==> src/rtl/cobra_hex_display.sv <==
// Multiplexed 8-digit hex display driver for the CYBERcobra out_o word.
// One digit per SCAN_DIV-cycle slot, guard band at slot start, frame-aligned capture.
module cobra_hex_display #(
    parameter int unsigned SCAN_DIV = 1000,
    parameter int unsigned GUARD    = 2
) (
    input  logic        clk_i,
    input  logic        rst_i,
    input  logic [31:0] data_i,
    input  logic        hold_i,
    input  logic        blank_lz_i,
    output logic [7:0]  an_o,
    output logic [6:0]  seg_o
);

    localparam int unsigned     DivW    = (SCAN_DIV > 1) ? $clog2(SCAN_DIV) : 1;
    localparam logic [DivW-1:0] DivLast = DivW'(SCAN_DIV - 1);

    logic [DivW-1:0] div_q, div_d;
    logic [2:0]      dig_q, dig_d;
    logic [31:0]     cap_q, cap_d;
    logic            first_q;
    logic [7:0]      an_q, an_d;
    logic [6:0]      seg_q, seg_d;
    logic            tick;
    logic            active;
    logic [7:0]      blank;
    logic [3:0]      nibble;

    function automatic logic [6:0] hex7(input logic [3:0] v);
        logic [6:0] s;
        case (v)
            4'h0: s = 7'h40;
            4'h1: s = 7'h79;
            4'h2: s = 7'h24;
            4'h3: s = 7'h30;
            4'h4: s = 7'h19;
            4'h5: s = 7'h12;
            4'h6: s = 7'h02;
            4'h7: s = 7'h78;
            4'h8: s = 7'h00;
            4'h9: s = 7'h10;
            4'hA: s = 7'h08;
            4'hB: s = 7'h03;
            4'hC: s = 7'h46;
            4'hD: s = 7'h21;
            4'hE: s = 7'h06;
            4'hF: s = 7'h0E;
        endcase
        return s;
    endfunction

    always_comb begin
        tick  = (div_q == DivLast);
        div_d = tick ? '0 : div_q + 1'b1;
        dig_d = tick ? dig_q + 3'd1 : dig_q;

        // New word only enters at the digit-7 -> digit-0 boundary, so frames never mix words.
        cap_d = cap_q;
        if (!hold_i && (first_q || (tick && dig_q == 3'd7))) begin
            cap_d = data_i;
        end

        // Digit i is a leading zero when every nibble from i upward is zero.
        blank = '0;
        for (int i = 1; i < 8; i++) begin
            blank[i] = blank_lz_i && ((cap_q >> (4 * i)) == 32'd0);
        end

        nibble = cap_q[4*dig_q +: 4];
        active = (32'(div_q) >= GUARD) && !blank[dig_q];

        an_d  = 8'hFF;
        seg_d = 7'h7F;
        if (active) begin
            an_d  = ~(8'b1 << dig_q);
            seg_d = hex7(nibble);
        end
    end

    always_ff @(posedge clk_i) begin
        if (rst_i) begin
            div_q   <= '0;
            dig_q   <= '0;
            cap_q   <= '0;
            first_q <= 1'b1;
            an_q    <= 8'hFF;
            seg_q   <= 7'h7F;
        end else begin
            div_q   <= div_d;
            dig_q   <= dig_d;
            cap_q   <= cap_d;
            first_q <= 1'b0;
            an_q    <= an_d;
            seg_q   <= seg_d;
        end
    end

    assign an_o  = an_q;
    assign seg_o = seg_q;

endmodule
==> config.mk <==
export PLATFORM = sky130hd
export DESIGN_NAME = cobra_hex_display
export DESIGN_NICKNAME = d
export VERILOG_FILES = /design/src/rtl/cobra_hex_display.sv
export SDC_FILE = /design/constraint.sdc
export NUM_CORES = 1
export LEC_CHECK = 0
export ABC_AREA = 0
export CAP_MARGIN = 10
export CELL_PAD_IN_SITES_DETAIL_PLACEMENT = 1
export CELL_PAD_IN_SITES_GLOBAL_PLACEMENT = 1
export CORE_UTILIZATION = 39
export CTS_BUF_LIST = sky130_fd_sc_hd__clkbuf_16
export CTS_CLUSTER_DIAMETER = 40
export DETAILED_ROUTE_END_ITERATION = 10
export PLACE_DENSITY_LB_ADDON = 0.1
export SYNTH_ARGS = -nofsm -noshare
export SYNTH_HDL_FRONTEND = slang
export SYNTH_SLANG_ARGS = --single-unit
==> constraint.sdc <==
create_clock -name clk_i -period 2.4 [get_ports clk_i]
set_input_delay 0.36 -clock clk_i [delete_from_list [all_inputs] [get_ports clk_i]]
set_output_delay 0.36 -clock clk_i [all_outputs]
set_load 0.005 [all_outputs]
==> run metrics <==
DP Area=0.00344 mm²; total number of vias=2387; Final #Nets=410; Synth warnings=0; most frequent cells in the layout=61 x dfxtp_1, 50 x clkdlybuf4s50_1, 42 x nand2_1; EDFF count, synth=0; Final Setup Violations=0; crit end category=flop; RSZ-0062 raised after global routing=no; achievable frequency=443 MHz; CTS tree=done; hold buffer count at CTS=0; fin util=53.4%; Worst Path Max Fanout=6; Clock transition at path regs=0.05 ns; register area share after synthesis=43.2%; CP Launch Type=flop; io pins=51; Synth cell types=38; DP Wirelength=5070 µm; area of the core=0.00691 mm²; Synth Register Bits=61; predominant post-synthesis flop cell=dfxtp_1; row count=30; share of cells above drive strength 1=9.07%; Rel. slew slack=64.3%; Mean Syn Cell Area=9.15 µm²; Resized cells post-CTS=0; first-pass GRT wire length=11900 µm; Synth Cell Area=0.00283 mm²; post-synth top area share=43.2%; post-route cell area=0.00368 mm²; drt first-iter violations=51; Synth Net Count=359; Tot GR Track Use=20.8%; Setup Skew=0.00508 ns; cells after synthesis=309; n_diodes=0; Arr. time, crit path=2.46 ns; largest net degree at the start of global routing=34; worst setup path category=flop to flop; DR DRC count=0; port buffer count=50; worst vdd rail ir drop=307 µV; Chip Width=87.2 µm; final worst-path cycle share=94.2%; number of nets still failing antenna checks after routing=0; gpl congestion=0.856; Synth area leaders=dfxtp_1 43%, a21oi_1 6.4%, ha_1 6.2%, o21ai_0 6.0%, nand2_1 5.6%; Hold Path Class=flop to flop; clock latency on the worst-skew pair=0.32 ns; initial core utilization=40.9%; status=completed; drt via density=5.19; CTS buffer count=9; Worst EP required=2.61 ns; post-route minimum period=2.26 ns; # clock sinks=61; CTS Buffer Depth=2; initial antenna violation count=0; vias in the first global route=2457; Yosys top cell by area=dfxtp_1; total die area=0.00760 mm²; Final Hold Violating Endpoints=0; Slew Limit Fails=0; H-tree depth=3; Setup TNS=0 ns; DRT Pass-1 Iters=4; GRT overflow=0; Syn-to-layout area delta=30.3%; Max-Cap Viols=0; actual slew at the worst max-slew pin=0.534 ns; Pwr Density=673 mW/mm²; commonest non-fill, non-tap cell in the layout=dfxtp_1; Post-synth ARST share=0%; Die Y=87.2 µm; clock root cell=clkbuf_16; leakage=1.37 nW; post-CTS setup buffer count=0; overall power=0.00248 W; drt wl/cell=15.7 µm; drt total wl=7210 µm
-- routing by layer --
metal | vias to the layer above | routed length (µm) | track usage, % | part of all wire (%)
li1 | 1191 | - | - | -
met1 | 1124 | 3300 | 24.8 | 46
met2 | 58 | 3560 | 35.7 | 49
met3 | 14 | 200 | 4.36 | 2.8
met4 | 0 | 155 | 9.69 | 2.2
met5 | - | 0 | 0 | 0
-- kinds of logic after synthesis --
group | after synthesis | share of synthesized area, %
buffers and inverters | 28 | 4.91
muxes | 20 | 11.9
adders and majority gates | 14 | 6.19
xor gates and xnor gates | 9 | 2.79
AOI/OAI and AO/OA | 83 | 15.8
DFF | 61 | 43.2
and+or+nand+nor | 94 | 15.2
-- power breakdown --
part	internal, W	switching [W]	leakage (nW)	total, W
Combinational	0.000169	0.000134	0.748	0.000303
Clock	0.000668	0.000403	0.124	0.00107
Sequential	0.00107	0.0000343	0.499	0.00111
Total	0.00191	0.000572	1.37	0.00248
-- cells in the mapped netlist (2+ instances only) --
| library cell | n |
|---|---|
| a21oi_1 | 36 |
| buf_2 | 6 |
| buf_6 | 2 |
| clkbuf_1 | 11 |
| dfxtp_1 | 61 |
| ha_1 | 14 |
| inv_1 | 7 |
| mux2_2 | 3 |
| mux2i_1 | 7 |
| mux2i_4 | 2 |
| mux4_1 | 4 |
| mux4_2 | 3 |
| nand2_1 | 42 |
| nand2b_1 | 4 |
| nand3_1 | 13 |
| nor2_1 | 19 |
| nor4_1 | 9 |
| o211ai_1 | 3 |
| o21ai_0 | 34 |
| o21ai_1 | 2 |
| o221ai_1 | 3 |
| xnor2_1 | 5 |
| xor2_1 | 4 |
-- state kept, by name, indices dropped and copies added, names as in the netlist --
register / cells
an_o: 8
cap_q: 32
dig_q: 3
div_q: 10
first_q: 1
seg_o: 7
-- stage by stage --
step / hold WS, ns / setup slack [ns] / instances
finish: 0.464 / 0.140 / 460
global route: 0.503 / 0.0148 / 460
CTS: 0.467 / 0.134 / 460
detailed placement: 0.461 / 0.154 / 445
global placement: 0.447 / 0.262 / 445
floorplan: 0.388 / 0.243 / 309
-- final timing paths --
kind	cells after the start	slack [ns]	startpoint	end
setup / recovery	8	0.14	dig_q[0]	seg_o[3]
hold / removal	1	0.46	div_q[0]	div_q[0]
setup reg to reg	8	0.14	dig_q[0]	seg_o[3]
hold reg to reg	1	0.46	div_q[0]	div_q[0]
-- area by class of cell --
type,count,area [µm²]
Multi-Input combinational cell,220,1480
Clock inverter,6,22.5
Sequential cell,61,1220
Timing Repair Buffer,60,588
Fill cell,855,3220
Tap cell,96,120
Clock buffer,9,225
Inverter,8,30.0
-- worst max-delay path, cell delays in order (launching register included) --
cell,delay (ns)
dfxtp_1,0.45
mux4_1,0.59
nand2_1,0.09
o21a_1,0.19
inv_1,0.13
ha_1,0.24
mux2_2,0.26
mux2i_1,0.13
nand2_1,0.06
(Power assumes the default switching activity.)
